==> config.mk <==
export PLATFORM = sky130hd
export DESIGN_NAME = cam_learn_ctrl
export DESIGN_NICKNAME = d
export VERILOG_FILES = /design/src/rtl/cam_pkg.sv /design/src/rtl/cam_alloc_ctr.sv /design/src/rtl/cam_learn_ctrl.sv
export SDC_FILE = /design/constraint.sdc
export NUM_CORES = 1
export LEC_CHECK = 0
export ABC_CLOCK_PERIOD_IN_PS = 3720
export CAP_MARGIN = 5
export CORE_MARGIN = 2
export CORE_UTILIZATION = 50
export CTS_BUF_LIST = sky130_fd_sc_hd__clkbuf_16
export DETAILED_ROUTE_END_ITERATION = 12
export PLACE_DENSITY_LB_ADDON = 0.2
export SLEW_MARGIN = 20
export SYNTH_ARGS = -nofsm -noshare
export SYNTH_HDL_FRONTEND = slang
export SYNTH_SLANG_ARGS = --single-unit
export TNS_END_PERCENT = 30
==> constraint.sdc <==
create_clock -name clk -period 3.72 [get_ports clk]
set_clock_uncertainty 0.2 [all_clocks]
set_input_delay 0.93 -clock clk [delete_from_list [all_inputs] [get_ports clk]]
set_output_delay 0.93 -clock clk [all_outputs]
set_load 0.02 [all_outputs]
==> src/rtl/cam_pkg.sv <==
// Shared constants and FSM encoding for the CAM lookup/learn controller.
// Key 0 is reserved because empty CAM slots reset to 0 and would alias it.
package cam_pkg;

  localparam int KEY_W  = 16;
  localparam int ADDR_W = 4;
  localparam int DEPTH  = 16;

  localparam logic [KEY_W-1:0] RESERVED_KEY = '0;

  typedef enum logic [2:0] {
    IDLE   = 3'd0,
    SEARCH = 3'd1,
    LOOKUP = 3'd2,
    INSERT = 3'd3,
    RESP   = 3'd4
  } state_t;

endpackage

==> src/rtl/cam_alloc_ctr.sv <==
// Free-slot allocator for the CAM: a wrapping write pointer plus an occupancy
// count that saturates at DEPTH (no eviction, so full is sticky until reset).
module cam_alloc_ctr #(
  parameter int ADDR_W = 4,
  parameter int DEPTH  = 16
) (
  input  logic              clk,
  input  logic              rstN,
  input  logic              inc,
  output logic [ADDR_W-1:0] alloc_ptr,
  output logic              full
);

  localparam int CNT_W = $clog2(DEPTH + 1);

  logic [ADDR_W-1:0] ptr_reg;
  logic [CNT_W-1:0]  count_reg;

  assign alloc_ptr = ptr_reg;
  assign full      = (count_reg == CNT_W'(DEPTH));

  always_ff @(posedge clk or negedge rstN) begin
    if (!rstN) begin
      ptr_reg   <= '0;
      count_reg <= '0;
    end else if (inc && !full) begin
      ptr_reg   <= (ptr_reg == ADDR_W'(DEPTH - 1)) ? '0 : ptr_reg + 1'b1;
      count_reg <= count_reg + 1'b1;
    end
  end

endmodule

==> src/rtl/cam_learn_ctrl.sv <==
// Lookup-or-learn controller driving the command port of an exact-match CAM.
// Search, read back the registered match address, optionally insert on miss.
module cam_learn_ctrl
  import cam_pkg::*;
#(
  parameter int KEY_W  = cam_pkg::KEY_W,
  parameter int ADDR_W = cam_pkg::ADDR_W,
  parameter int DEPTH  = cam_pkg::DEPTH
) (
  input  logic              clk,
  input  logic              rstN,
  input  logic              req_valid,
  output logic              req_ready,
  input  logic [KEY_W-1:0]  req_key,
  input  logic              req_learn,
  output logic              rsp_valid,
  input  logic              rsp_ready,
  output logic [ADDR_W-1:0] rsp_addr,
  output logic              rsp_hit,
  output logic              rsp_new,
  output logic              rsp_fail,
  output logic              cam_we,
  output logic [ADDR_W-1:0] cam_waddr,
  output logic [KEY_W-1:0]  cam_data,
  output logic              cam_search,
  input  logic [ADDR_W-1:0] cam_saddr,
  input  logic              cam_found
);

  localparam logic [KEY_W-1:0] RSV_KEY = KEY_W'(RESERVED_KEY);

  state_t            state_reg, state_next;
  logic [KEY_W-1:0]  key_reg;
  logic              learn_reg;
  logic              found_reg;
  logic [ADDR_W-1:0] addr_reg;
  logic              hit_reg, new_reg, fail_reg;
  logic [ADDR_W-1:0] alloc_ptr;
  logic              full;
  logic              alloc_inc;

  assign alloc_inc = (state_reg == INSERT);

  cam_alloc_ctr #(
    .ADDR_W(ADDR_W),
    .DEPTH (DEPTH)
  ) u_alloc (
    .clk      (clk),
    .rstN     (rstN),
    .inc      (alloc_inc),
    .alloc_ptr(alloc_ptr),
    .full     (full)
  );

  always_ff @(posedge clk or negedge rstN) begin
    if (!rstN) state_reg <= IDLE;
    else       state_reg <= state_next;
  end

  // Response fields are only written on the path into RESP, so they hold
  // steady for as long as the consumer stalls.
  always_ff @(posedge clk or negedge rstN) begin
    if (!rstN) begin
      key_reg   <= '0;
      learn_reg <= 1'b0;
      found_reg <= 1'b0;
      addr_reg  <= '0;
      hit_reg   <= 1'b0;
      new_reg   <= 1'b0;
      fail_reg  <= 1'b0;
    end else begin
      case (state_reg)
        IDLE: begin
          if (req_valid) begin
            key_reg   <= req_key;
            learn_reg <= req_learn;
            addr_reg  <= '0;
            hit_reg   <= 1'b0;
            new_reg   <= 1'b0;
            fail_reg  <= (req_key == RSV_KEY);
          end
        end
        SEARCH: found_reg <= cam_found;
        LOOKUP: begin
          if (found_reg) begin
            addr_reg <= cam_saddr;
            hit_reg  <= 1'b1;
          end else if (learn_reg && full) begin
            fail_reg <= 1'b1;
          end
        end
        INSERT: begin
          addr_reg <= alloc_ptr;
          new_reg  <= 1'b1;
        end
        default: ;
      endcase
    end
  end

  always_comb begin
    state_next = state_reg;
    req_ready  = 1'b0;
    rsp_valid  = 1'b0;
    cam_we     = 1'b0;
    cam_search = 1'b0;
    cam_waddr  = '0;
    cam_data   = '0;
    case (state_reg)
      IDLE: begin
        req_ready = 1'b1;
        if (req_valid) state_next = (req_key == RSV_KEY) ? RESP : SEARCH;
      end
      SEARCH: begin
        cam_data   = key_reg;
        cam_search = 1'b1;
        state_next = LOOKUP;
      end
      LOOKUP: begin
        // Search stays asserted so the CAM keeps cam_saddr valid this cycle.
        cam_data   = key_reg;
        cam_search = 1'b1;
        if (!found_reg && learn_reg && !full) state_next = INSERT;
        else                                  state_next = RESP;
      end
      INSERT: begin
        cam_we     = 1'b1;
        cam_waddr  = alloc_ptr;
        cam_data   = key_reg;
        state_next = RESP;
      end
      RESP: begin
        rsp_valid = 1'b1;
        if (rsp_ready) state_next = IDLE;
      end
      default: state_next = IDLE;
    endcase
  end

  assign rsp_addr = addr_reg;
  assign rsp_hit  = hit_reg;
  assign rsp_new  = new_reg;
  assign rsp_fail = fail_reg;

endmodule

# Word level (Yosys, flattened, before mapping)

Index checks and enable logic that the tools add are counted.

Flip-flop bits (word level): 37
Input port bits: 26
Output and inout bits: 31

Add/subtract/negate cells: 2
Eq/ne operators: 11
Muxes and demuxes: 23
Reduce and logical (&&, ||, !) cells: 19

Operators by type and width:

| cell                                                             | count |
|---|---|
| 16-bit logical NOT                                               | 1 |
| 16-bit two-way mux                                               | 1 |
| 4-bit two-way mux                                                | 4 |
| 3-bit case mux with 5 select lines                               | 1 |
| 3-bit two-way mux                                                | 4 |
| 4-bit case mux with 3 select lines                               | 1 |
| 2-bit inequality test (second input constant)                    | 5 |
| 1-bit two-way mux                                                | 9 |
| 3-bit by 2-bit == test with 1-bit output (second input constant) | 2 |
| 1-bit case mux with 2 select lines                               | 3 |
| 2-bit AND reduction                                              | 3 |
| 3-bit AND reduction                                              | 2 |
| 5-bit by 1-bit adder with 5-bit output (second input constant)   | 1 |
| 5-bit == test (second input constant)                            | 1 |
| 4-bit by 1-bit adder with 4-bit output (second input constant)   | 1 |
| 4-bit == test (second input constant)                            | 1 |
| 1-bit logical AND                                                | 4 |
| 4-bit AND reduction                                              | 1 |
| 2-bit nonzero test                                               | 2 |
| 3-bit by 1-bit == test with 1-bit output (second input constant) | 1 |
| 3-bit == test (second input constant)                            | 1 |
| 3-bit logical NOT                                                | 1 |
| 3-bit nonzero test                                               | 1 |
| 3-bit OR reduction                                               | 1 |
| 2 further kinds                                                  | 3 |

# Longest topological paths before layout

Gate-level depths: netlist of the first run.

Depth after elaboration: 5
Depth in mapped cells: 6
Depth with buffers taken out: 5

# Hierarchy

A second synthesis of the first run with hierarchy kept.

Cell total of the unflattened synthesis: 155
Area, all modules: 1918.1 um^2

Modules (own cells, without submodules):

| module         | times used | cells an instance | area an instance (um^2) |
|---|---|---|---|
| cam_learn_ctrl | 1          | 118               | 1453.9 |
| cam_alloc_ctr  | 1          | 37                | 464.2 |

# Worst setup path before layout of the first run

OpenSTA, ideal clock, no wires.

Path kind: register to output
Start point: register state_reg[0]
End point: output port cam_data[10]
Data arrival time: 1.309 ns
Data required time: 2.590 ns
Path slack: 1.281 ns
Stages on the path, launching flop included: 6
Buffers on the path: 2
Path through: dfrtp_1 > buf_2 > nor2_1 > nor2_1 > clkbuf_1 > and2_1

Cells in the longest elaborated chain, start to end: 3

RTL lines:

| item                                                                                                        | RTL line              | RTL |
|---|---|---|
| start, declared                                                                                             | cam_learn_ctrl.sv:32  | `state_t state_reg, state_next;` |
| start signal, assigned                                                                                      | cam_learn_ctrl.sv:57  | `else state_reg <= state_next;` |
| 3-bit by 2-bit == test with 1-bit output / 3-bit by 1-bit == test with 1-bit output (equally long branches) | cam_learn_ctrl.sv:109 | `case (state_reg)` |
| 3-bit OR reduction (no source line) (*)                                                                     | n/a                   |  |
| 16-bit two-way mux (*)                                                                                      | cam_learn_ctrl.sv:109 |  |
| end, declared                                                                                               | cam_learn_ctrl.sv:24  | `output logic [KEY_W-1:0] cam_data,` |

Every way passes the cells marked *; elsewhere a longest branch is shown, timed or not.

# Worst setup path after layout of the first run

Start point: register state_reg[0]
End point: output port cam_waddr[1]

Cells in the longest elaborated chain, start to end: 2

RTL lines:

| item                                     | RTL line              | RTL |
|---|---|---|
| 3-bit by 2-bit == test with 1-bit output | cam_learn_ctrl.sv:109 |  |
| 4-bit two-way mux                        | cam_learn_ctrl.sv:109 |  |
| end, declared                            | cam_learn_ctrl.sv:23  | `output logic [ADDR_W-1:0] cam_waddr,` |

Every way passes these cells.

==> results, run 1 <==
- The run finished with clean final reports.
- The number of library cell types mapped by synthesis is 35.
- The critical path capture point type is an output port.
- A synthesized cell averages 12.2 um2.
- The final worst setup slack is 432 ps.
- Global routing consumed, over all layers together, 21.6% of the routing resources.
- Synthesis produced a netlist with a net count of 184.
- Sorting the synthesized cells by area gives the leading types as sky130_fd_sc_hd__dfrtp_1 (49%), sky130_fd_sc_hd__mux2_4 (13%), sky130_fd_sc_hd__and2_1 (7.6%), sky130_fd_sc_hd__mux2_2 (5.4%), sky130_fd_sc_hd__xnor2_1 (2.3%).
- The leakage power is 1.17 nW.
- The number of antenna cells inserted is 0.
- In this run the worst path has a maximum fanout of 13.
- The number of global-route vias before repair is 1398.
- The share of the core filled with cells is 72.6%.
- The area added between synthesis and finish is 39.8%.
- The final hold slack is 277 ps.
- The die covers 0.00428 mm2.
- After the last flow step, the layout net total stands at 242.
- The post-route netlist has 17.8% of its cells at a drive strength greater than 1.
- The per-cell via count in the routed design is 5.32.
- The half-perimeter wire length after detailed placement is 2880 um.
- The CTS H-tree depth is 2.
- The number of antenna violations at the first check in global routing was 0.
- The worst slew slack as a fraction of its limit is 66.2%.
- The clock-pin transition on the worst setup and hold timing paths is 60 ps.
- The number of buffers created by CTS is 5.
- The share of async-settable or async-resettable flops after synthesis is 100%.
- The number of nets with antenna violations after routing is 0.
- The register with the most flip-flops in the layout has 16 of them.
- The row count is 22.
- The maximum achievable frequency is 304 MHz.
- Measured along the x axis, the die boundary spans 65.4 um.
- Synthesis inferred 37 register bits.
- The count of endpoints failing hold in the final timing report came to 0.
- The maximum buffer depth of the clock tree is 2.
- Clock latency on the worst-skew pair, taken at its later pin, is 280 ps.
- After clock tree synthesis, the flow added hold-fix buffers numbering 0.
- The die extent in y is 65.4 um.
- The post-route fraction of the period consumed by the critical path is 88.4%.
- The final sum of negative setup slack is 0 ps.
- The final layout contains routed wiring with a total length of 4040 um.
- The transition time at the pin with the least slew margin is 507 ps.
- TritonCTS built the clock tree.
- The number of synthesized flops with an enable pin is 0.
- The finished layout holds 262 standard cells, fillers aside.
- The fraction of the yosys area taken by sequential cells is 49.1%.
- The number of cells after detailed placement is 254.
- The critical setup path kind is reg2out.
- Data on the critical path arrives at its endpoint at 2160 ps.
- After synthesis, the most frequently instantiated cells are sky130_fd_sc_hd__dfrtp_1 (37), sky130_fd_sc_hd__and2_1 (23), sky130_fd_sc_hd__mux2_4 (16), sky130_fd_sc_hd__mux2_2 (9), sky130_fd_sc_hd__nor2_1 (8).
- The Yosys step of the flow raised 0 warnings.
- The first detailed-routing pass took 4 iterations.
- Setup repair after global routing left no endpoint under its margin.
- The total power per unit cell area is 908 mW/mm2.
- The cell area after synthesis is 0.00189 mm2.
- At the end of routability-driven placement, the weighted congestion stood at 0.813.
- The number of primary I/O pins is 57.
- The setup fix buffers added after clock tree synthesis is 0.
- Summed over all layers, the global routing overflow is 0.
- After detailed routing, the average wire length per cell comes to 15.4 um.
- Entering global routing, the biggest net connects 24 pins.
- The peak supply drop is 468 uV.
- Across the run, the number of max-cap violations was 0.
- By instance count, the leading cell after synthesis is sky130_fd_sc_hd__dfrtp_1.
- The cell sitting at the root of the clock tree is a sky130_fd_sc_hd__clkbuf_16.
- The detailed router finished its first iteration with 50 violations.
- For this block, the via count after detailed routing is 1394.
- The clock sink count is 37.
- The first-pass GRT wire length is 6820 um.
- The number of instances on the worst hold path is 1.
- OpenSTA, run right after detailed placement, puts the worst setup slack at 739 ps.
- STA classifies the critical path startpoint as a register.
- Once the clock tree was built, the resizer swapped 0 gates to a different size.
- The count of input and output buffers is 56.
- Of the post-synthesis cell area, the dominant cell type holds 49.1%.
- The max-slew violation count is 0.
- The worst min-delay path class is reg2reg.
- The required arrival time at the worst endpoint is 2590 ps.
- The largest area contributor in the netlist is sky130_fd_sc_hd__dfrtp_1.
- The core region area is 0.00363 mm2.
- The smallest clock period supported by the final layout is computed as 3290 ps.
- Synthesis handed over a netlist of 155 instances.
- Setup violations remaining at the end of the flow were counted as 0.
- After detailed routing, the number of remaining DRC violations is 0.
- The length in cells of the worst reg-to-reg path is 3.
- The initial core utilization is 51.9%.
- In the synthesized netlist the dominant register cell turns out to be sky130_fd_sc_hd__dfrtp_1.
-- layout by cell type (no fill, tap or decap), types with 4 or more instances in the layout --
cell and instances:
sky130_fd_sc_hd__clkbuf_16 5, sky130_fd_sc_hd__nor4_1 4, sky130_fd_sc_hd__clkdlybuf4s50_1 55, sky130_fd_sc_hd__nor2_1 8, sky130_fd_sc_hd__dfrtp_1 37, sky130_fd_sc_hd__mux2i_1 4, sky130_fd_sc_hd__mux2_2 9, sky130_fd_sc_hd__xnor2_1 5
sky130_fd_sc_hd__mux2_4 16, sky130_fd_sc_hd__inv_1 5, sky130_fd_sc_hd__and2_1 23
-- power breakdown --
group | switching [W] | total (W) | internal (W)
registers | 0.000160 | 0.000743 | 0.000582
logic | 0.000526 | 0.00119 | 0.000662
clock network | 0.000153 | 0.000464 | 0.000311
-- cell families after synthesis --
family | after synthesis | synth area share [%]
adders and majority gates | 3 | 1.99
AOI/OAI and AO/OA | 13 | 5.04
muxes | 29 | 20.2
xor gates and xnor gates | 5 | 2.32
buffers and inverters | 12 | 3.45
and+or+nand+nor | 56 | 17.9
DFF | 37 | 49.1
-- final timing paths --
kind	startpoint	to	slack, ps
max	state_reg[0]	cam_waddr[1]	430
min	rsp_new	rsp_new	280
max reg2reg	state_reg[0]	u_alloc.alloc_ptr[0]	1650
min reg2reg	rsp_new	rsp_new	280
max in group asynchronous	rstN	u_alloc.alloc_ptr[0]	2380
min in group asynchronous	rstN	key_reg[12]	420
-- through the flow --
step                      instance area, um2  total power [W]
after floorplan                         1890          0.00151
after global placement                  2480          0.00190
after detailed placement                2480          0.00194
after CTS                               2640          0.00242
after global routing                    2640          0.00254
final                                   2640          0.00239
-- area by class of cell --
class	count	area [um2]
inverters	4	15.0
clock inverters	3	37.5
well taps	48	60.1
multi-input cells	106	895
repair buffers	59	578
fillers	284	997
clock buffers	5	125
flip-flops and latches	37	926
-- worst max-delay path: stages (launching register included) --
cell and delay [ps]:
sky130_fd_sc_hd__dfrtp_1 630, sky130_fd_sc_hd__and3b_1 450, sky130_fd_sc_hd__and2_1 190, sky130_fd_sc_hd__clkdlybuf4s50_1 610
-- layer usage --
metal / vias to the layer above / wire length (um) / global-route usage, %
met5: - / 0 / 0
met4: 0 / 107 / 10.4
met3: 9 / 278 / 7.02
met2: 49 / 1960 / 33.7
met1: 678 / 1690 / 27.2
li1: 658 / - / -
(Power assumes the default switching activity.)
==> run 2, diff against run 1 <==
--- a/config.mk
+++ b/config.mk
@@ -8,10 +8,11 @@
 export ABC_CLOCK_PERIOD_IN_PS = 3720
 export CAP_MARGIN = 5
 export CORE_MARGIN = 2
-export CORE_UTILIZATION = 50
+export CORE_UTILIZATION = 35
 export CTS_BUF_LIST = sky130_fd_sc_hd__clkbuf_16
 export DETAILED_ROUTE_END_ITERATION = 12
 export PLACE_DENSITY_LB_ADDON = 0.2
+export RECOVER_POWER = 100
 export SLEW_MARGIN = 20
 export SYNTH_ARGS = -nofsm -noshare
 export SYNTH_HDL_FRONTEND = slang
==> results, run 2 (same netlist as run 1, synthesis figures left out) <==
- Outcome: finished with violations (was finished, final reports clean).
- The final reports fail on capacitance limit, slew limit.
- The length in cells of the worst reg-to-reg path is 2 (was 3).
- The combinational cell fraction of total power is 47.3% (was 49.6%).
- The TritonCTS clock tree is built (unchanged).
- The overall track demand over capacity in global routing is 14.9% (was 21.6%).
- The wire length per cell after detailed routing is 14.3 um (was 15.4 um).
- The final worst setup slack is 400 ps (was 432 ps).
- The routed metal-1 wirelength is 1810 um (was 1690 um).
- The max-cap check violation count was 1 (was 0).
- The top layer reached by signal wires is met4 (unchanged).
- The part of the total power dissipated in the clock network is 18.2% (was 19.4%).
- The half-perimeter wire length after detailed placement is 2980 um (was 2880 um).
- The worst flop-to-flop path endpoint is key_reg[13] (was u_alloc.alloc_ptr[0]).
- The worst min-delay path startpoint was key_reg[3] (was rsp_new).
- The routed length on met3 was 229 um (was 278 um).
- The maximum buffer depth of the clock tree was 2 (unchanged).
- The maximum achievable frequency was 301 MHz (was 304 MHz).
- The final sum of negative setup slack is 0 ps (unchanged).
- The worst slew slack as a fraction of its limit came to -29.5% (was 66.2%).
- The end of the worst hold path is key_reg[3] (was rsp_new).
- The worst min-delay path class is reg2reg (unchanged).
- The number of antenna violations at the first check in global routing is 0 (unchanged).
- The count of routing violations after the opening detailed-route iteration is 37 (was 50).
- The routed wire length on met2 came to 1940 um (was 1960 um).
- The final net count is 240 (was 242).
- The die boundary width came to 77.4 um (was 65.4 um).
- The clock sink count came to 37 (unchanged).
- The endpoint arrival time on the critical path is 2190 ps (was 2160 ps).
- The area added between synthesis and finish is 35.2% (was 39.8%).
- The row count is 26 (was 22).
- The sequential share of power was 34.6% (was 31.0%).
- The remaining global-route overflow was 0 (unchanged).
- The die extent in y is 77.4 um (was 65.4 um).
- The share of the core filled with cells is 49.6% (was 72.6%).
- The max-slew violation count came to 38 (was 0).
- The footprint of the flip-flops and latches is 926 um2 (unchanged).
- The cell with the largest stage delay on the worst path is sky130_fd_sc_hd__dlygate4sd3_1 (was sky130_fd_sc_hd__dfrtp_1).
- The count of endpoints failing hold in the final timing report is 0 (unchanged).
- The post-route fraction of the period consumed by the critical path was 89.2% (was 88.4%).
- Commonest cells after routing, fill and taps aside: sky130_fd_sc_hd__dfrtp_1 (37), sky130_fd_sc_hd__dlygate4sd3_1 (33), sky130_fd_sc_hd__clkdlybuf4s50_1 (22) (was sky130_fd_sc_hd__clkdlybuf4s50_1 (55), sky130_fd_sc_hd__dfrtp_1 (37), sky130_fd_sc_hd__and2_1 (23)).
- The core region area is 0.00514 mm2 (was 0.00363 mm2).
- The start of the worst register-to-register path is state_reg[0] (unchanged).
- The final wirelength is 4030 um (was 4040 um).
- The sort of element at the start of the critical path is a register (unchanged).
- The number of setup violations in the final report is 0 (unchanged).
- The leakage power is 1.15 nW (was 1.17 nW).
- The most common library cell in the layout ignoring fill and taps was sky130_fd_sc_hd__dfrtp_1 (was sky130_fd_sc_hd__clkdlybuf4s50_1).
- The number of nets with antenna violations after routing is 0 (unchanged).
- The post-route minimum period is 3320 ps (was 3290 ps).
- The flip-flop count of the largest register after layout was 16 (unchanged).
- The switching power share of the total is 37.6% (was 35.1%).
- The cell family contributing the most delay on the critical path is buffers and inverters (was simple AND/OR/NAND/NOR gates).
- The CTS H-tree depth was 2 (unchanged).
- Setup repair after global routing missed its margin: no (unchanged).
- The number of global-route vias before repair is 1423 (was 1398).
- The post-route DRC violation count is 0 (unchanged).
- The critical path capture point type is an output port (unchanged).
- The detailed-router iteration count before antenna repair is 4 (unchanged).
- The share of cells above drive strength 1 is 7.58% (was 17.8%).
- The number of buffers added to fix hold violations after cts came to 0 (unchanged).
- The total power per unit cell area is 832 mW/mm2 (was 908 mW/mm2).
- The transition time at the pin with the least slew margin came to 1940 ps (was 507 ps).
- The number of primary I/O pins is 57 (unchanged).
- The weighted congestion reported at the end of routability-driven placement came to 0.794 (was 0.813).
- The routed via count came to 1370 (was 1394).
- The cell chosen for the clock root is sky130_fd_sc_hd__clkbuf_16 (unchanged).
- The slack of the worst reg-to-reg path came to 1410 ps (was 1650 ps).
- The final-layout fill cell count is 504 (was 284).
- The floorplan die area was 0.00599 mm2 (was 0.00428 mm2).
- The critical setup path kind is reg2out (unchanged).
- The required arrival time at the worst endpoint is 2590 ps (about the same).
- The post-layout total power was 0.00212 W (was 0.00239 W).
- The initial core utilization is 36.7% (was 51.9%).
- The multi-input combinational cell area was 827 um2 (was 895 um2).
- The internal power consumption is 0.00133 W (was 0.00156 W).
- The setup fix buffers added after clock tree synthesis was 0 (unchanged).
- The post-cts gate resize count was 0 (unchanged).
- The biggest cell delay along the critical path was 680 ps (was 630 ps).
- CP cell instances: and3b_1, and2_1, dlygate4sd3_1 (was and3b_1, and2_1, clkdlybuf4s50_1).
- The number of buffers and inverters on the critical path is 1 (unchanged).
- The count of input and output buffers is 56 (unchanged).
- The number of antenna cells inserted is 0 (unchanged).
- The clock-pin transition on the worst setup and hold timing paths is 50 ps (was 60 ps).
- The insertion delay to the later sink of the worst-skew pair came to 270 ps (was 280 ps).
- The per-cell via count in the routed design is 4.88 (was 5.32).
- The pre-CTS setup slack was 760 ps (was 739 ps).
- The number of instances on the worst hold path came to 1 (unchanged).
- The peak supply drop is 339 uV (was 468 uV).
- The peak fanout along the critical path is 13 (unchanged).
- The net switching component of the power is 0.000797 W (was 0.000840 W).
- The maximum number of pins on one net before global-route repair is 38 (was 24).
- The first-pass GRT wire length was 7060 um (was 6820 um).
- The number of buffers created by CTS is 5 (unchanged).
## run 2: cell types whose count changed in the layout (fill, tap and decap cells not counted)
cell	before	now
sky130_fd_sc_hd__clkdlybuf4s50_1	55	22
sky130_fd_sc_hd__a21oi_1	2	3
sky130_fd_sc_hd__dlygate4sd3_1	0	33
sky130_fd_sc_hd__and2_1	23	21
sky130_fd_sc_hd__clkbuf_1	0	1
sky130_fd_sc_hd__mux2_4	16	0
sky130_fd_sc_hd__a21oi_2	1	0
sky130_fd_sc_hd__buf_4	3	1
sky130_fd_sc_hd__and2_0	0	2
sky130_fd_sc_hd__bufinv_16	1	0
sky130_fd_sc_hd__or4b_4	1	0
sky130_fd_sc_hd__mux2_1	0	16
sky130_fd_sc_hd__buf_2	1	0
sky130_fd_sc_hd__or4b_1	0	1
## run 2: worst max path at each step
stage / from / endpoint / slack [ps] / depth (start not counted)
2_1_floorplan: state_reg[0] / cam_data[10] / 1280 / 5
3_3_place_gp: state_reg[0] / cam_waddr[1] / 840 / 3
3_5_place_dp: state_reg[0] / cam_waddr[0] / 760 / 3
4_1_cts: state_reg[0] / cam_waddr[0] / 460 / 3
5_1_grt: state_reg[0] / cam_waddr[1] / 250 / 3
6_report: state_reg[0] / cam_waddr[0] / 400 / 3
## run 2: metal layers
| metal | vias to the layer above | track usage, % |
|---|---|---|
| met3 | 6 | 4.07 |
| li1 | 654 | - |
| met4 | 0 | 4.82 |
| met5 | - | 0 |
| met1 | 664 | 19.8 |
| met2 | 46 | 23.7 |
## run 2: stage by stage
stage | area (um2) | instances | hold slack (ps)
detailed placement | 2490 | 274 | 280
floorplan | 1890 | 155 | 245
finish | 2550 | 281 | 279
global route | 2550 | 281 | 305
global placement | 2490 | 274 | 261
CTS | 2620 | 281 | 292
## run 2: cell type report
class | instances | share of cell area, %
Multi-Input combinational cell | 106 | 32.4
Tap cell | 70 | 3.43
Sequential cell | 37 | 36.3
Inverter | 4 | 0.589
Clock buffer | 5 | 4.91
Timing Repair Buffer | 57 | 22.0
Clock inverter | 2 | 0.294
## run 2: power groups by stage
stage	sequential (W)	clock, W	combinational, W
2_1_floorplan	0.000705	0	0.000801
3_3_place_gp	0.000736	0	0.00118
3_5_place_dp	0.000746	0	0.00120
4_1_cts	0.000743	0.000399	0.00120
5_1_grt	0.000763	0.000418	0.00110
6_report	0.000733	0.000385	0.00100
## run 2: worst reg2reg max path, cell delays in order (launching register included)
cell and delay, ps:
sky130_fd_sc_hd__dfrtp_1 530, sky130_fd_sc_hd__or4b_1 980, sky130_fd_sc_hd__mux2_1 480
==> run 3, diff against run 2 <==
--- a/config.mk
+++ b/config.mk
@@ -7,13 +7,13 @@
 export LEC_CHECK = 0
 export ABC_CLOCK_PERIOD_IN_PS = 3720
 export CAP_MARGIN = 5
-export CORE_MARGIN = 2
+export CORE_MARGIN = 3
 export CORE_UTILIZATION = 35
 export CTS_BUF_LIST = sky130_fd_sc_hd__clkbuf_16
 export DETAILED_ROUTE_END_ITERATION = 12
+export HOLD_SLACK_MARGIN = 0.06
 export PLACE_DENSITY_LB_ADDON = 0.2
 export RECOVER_POWER = 100
-export SLEW_MARGIN = 20
 export SYNTH_ARGS = -nofsm -noshare
 export SYNTH_HDL_FRONTEND = slang
 export SYNTH_SLANG_ARGS = --single-unit
==> results, run 3 (same netlist as run 1, synthesis figures left out) <==
- The share of the core filled with cells came to 50.0% (was 49.6%).
- The half-perimeter wire length after detailed placement was 2930 um (was 2980 um).
- The post-route minimum period is 3330 ps (was 3320 ps).
- The number of antenna violations at the first check in global routing is 0 (unchanged).
- The number of instances on the worst hold path is 1 (unchanged).
- The floorplan die area is 0.00630 mm2 (was 0.00599 mm2).
- The row count is 26 (unchanged).
- The internal power consumption is 0.00140 W (was 0.00133 W).
- The post-cts gate resize count came to 0 (unchanged).
- The initial core utilization is 36.5% (was 36.7%).
- The final wirelength was 4010 um (was 4030 um).
- The part of the total power dissipated in the clock network is 21.4% (was 18.2%).
- The number of primary I/O pins came to 57 (unchanged).
- The post-layout total power is 0.00221 W (was 0.00212 W).
- The insertion delay to the later sink of the worst-skew pair is 280 ps (was 270 ps).
- The wire length per cell after detailed routing was 14.2 um (was 14.3 um).
- The number of buffers added to fix hold violations after cts is 0 (unchanged).
- The number of cells in the finished layout apart from fillers came to 282 (was 281).
- The share of cells above drive strength 1 was 8.49% (was 7.58%).
- The overall track demand over capacity in global routing came to 14.1% (was 14.9%).
- The number of nets with antenna violations after routing came to 0 (unchanged).
- The worst slew slack as a fraction of its limit is -29.6% (was -29.5%).
- The TritonCTS clock tree is built (unchanged).
- The count of endpoints failing hold in the final timing report came to 0 (unchanged).
- The worst min-delay path startpoint was key_reg[11] (was key_reg[3]).
- The total power per unit cell area is 855 mW/mm2 (was 832 mW/mm2).
- The worst flop-to-flop path endpoint is key_reg[10] (was key_reg[13]).
- The start of the worst register-to-register path is state_reg[0] (unchanged).
- The number of cells after detailed placement was 274 (unchanged).
- The cell chosen for the clock root is sky130_fd_sc_hd__clkbuf_16 (unchanged).
- The combinational cell fraction of total power is 45.6% (was 47.3%).
- The flip-flop count of the largest register after layout was 16 (unchanged).
- The final net count is 240 (unchanged).
- The required arrival time at the worst endpoint was 2590 ps (about the same).
- The die boundary width is 79.4 um (was 77.4 um).
- The sequential share of power is 33.0% (was 34.6%).
- Failing checks: capacitance limit, slew limit (unchanged).
- The routed via count was 1368 (was 1370).
- The final sum of negative setup slack is 0 ps (unchanged).
- The setup fix buffers added after clock tree synthesis was 0 (unchanged).
- The net switching component of the power is 0.000812 W (was 0.000797 W).
- The maximum number of pins on one net before global-route repair was 38 (unchanged).
- The sort of element at the start of the critical path is a register (unchanged).
- The core region area is 0.00517 mm2 (was 0.00514 mm2).
- The count of input and output buffers is 56 (unchanged).
- The peak fanout along the critical path was 13 (unchanged).
- Setup repair after global routing missed its margin: no (unchanged).
- The critical setup path kind is reg2out (unchanged).
- The die extent in y came to 79.4 um (was 77.4 um).
- The peak supply drop is 393 uV (was 339 uV).
- The maximum buffer depth of the clock tree is 2 (unchanged).
- Commonest cells after routing, fill and taps aside: sky130_fd_sc_hd__dfrtp_1 (37), sky130_fd_sc_hd__dlygate4sd3_1 (33), sky130_fd_sc_hd__clkdlybuf4s50_1 (22) (unchanged).
- The first-pass GRT wire length is 6940 um (was 7060 um).
- The end of the worst hold path is key_reg[11] (was key_reg[3]).
- The max-cap check violation count was 1 (unchanged).
- The startpoint of the worst setup timing path is state_reg[0] (unchanged).
- The post-route DRC violation count is 0 (unchanged).
- The area added between synthesis and finish is 37.0% (was 35.2%).
- The number of setup violations in the final report is 0 (unchanged).
- The post-route fraction of the period consumed by the critical path came to 89.4% (was 89.2%).
- The CTS H-tree depth was 2 (unchanged).
- The clock sink count is 37 (unchanged).
- The switching power share of the total was 36.7% (was 37.6%).
- The transition time at the pin with the least slew margin is 1940 ps (about the same).
- The length in cells of the worst reg-to-reg path came to 2 (unchanged).
- The count of routing violations after the opening detailed-route iteration is 60 (was 37).
- The critical path capture point type was an output port (unchanged).
- The max-slew violation count is 38 (unchanged).
- The weighted congestion reported at the end of routability-driven placement is 0.801 (was 0.794).
- The slack of the worst reg-to-reg path is 1390 ps (was 1410 ps).
- The leakage power is 1.16 nW (was 1.15 nW).
- The worst min-delay path class is reg2reg (unchanged).
- Outcome: finished with violations (unchanged).
- The endpoint arrival time on the critical path came to 2200 ps (was 2190 ps).
- The most common library cell in the layout ignoring fill and taps was sky130_fd_sc_hd__dfrtp_1 (unchanged).
- The number of antenna cells inserted came to 0 (unchanged).
- The detailed-router iteration count before antenna repair is 4 (unchanged).
- The per-cell via count in the routed design is 4.85 (was 4.88).
- The clock-pin transition on the worst setup and hold timing paths came to 60 ps (was 50 ps).
- The maximum achievable frequency is 301 MHz (about the same).
- The number of buffers created by CTS is 5 (unchanged).
- The number of global-route vias before repair is 1388 (was 1423).
- The remaining global-route overflow came to 0 (unchanged).
run 3: how the worst max path moves through the flow:
stage / to / cells after the start
after floorplan: cam_data[10] / 5
after global placement: cam_waddr[2] / 3
after detailed placement: cam_waddr[2] / 3
after CTS: cam_waddr[2] / 3
after global routing: cam_data[4] / 5
final: cam_waddr[2] / 3
run 3: power by group through the flow:
stage               logic, W  registers, W  clock network (W)
finish               0.00101      0.000729           0.000473
global route         0.00111      0.000758           0.000506
CTS                  0.00121      0.000738           0.000482
detailed placement   0.00120      0.000742                  0
global placement     0.00118      0.000734                  0
floorplan           0.000801      0.000705                  0
run 3: per-stage QoR:
step	worst slack (ps)	hold slack, ps	area (um2)
global route	242	299	2580
finish	395	280	2580
floorplan	1280	245	1890
global placement	817	262	2490
detailed placement	770	271	2490
CTS	452	283	2650
run 3: per-layer routing:
metal  GRT usage (%)  wire, um  vias to the layer above
met4            4.12        43                        0
met5               0         0                        -
met2            21.9      1900                       43
met1            19.1      1840                      663
met3            3.95       230                        6
li1                -         -                      656
run 3: layout make-up:
type,instances,area (um2)
tap,70,87.6
sequential,37,926
fill,488,2590
inverter,4,15.0
timing repair buffer,57,562
clock buffer,5,125
clock inverter,3,41.3
multi-input combinational,106,827
run 3: critical path, cell delays in order, from the launching register on:
cell,delay [ps]
sky130_fd_sc_hd__dfrtp_1,610
sky130_fd_sc_hd__and3b_1,450
sky130_fd_sc_hd__and2_1,180
sky130_fd_sc_hd__dlygate4sd3_1,680
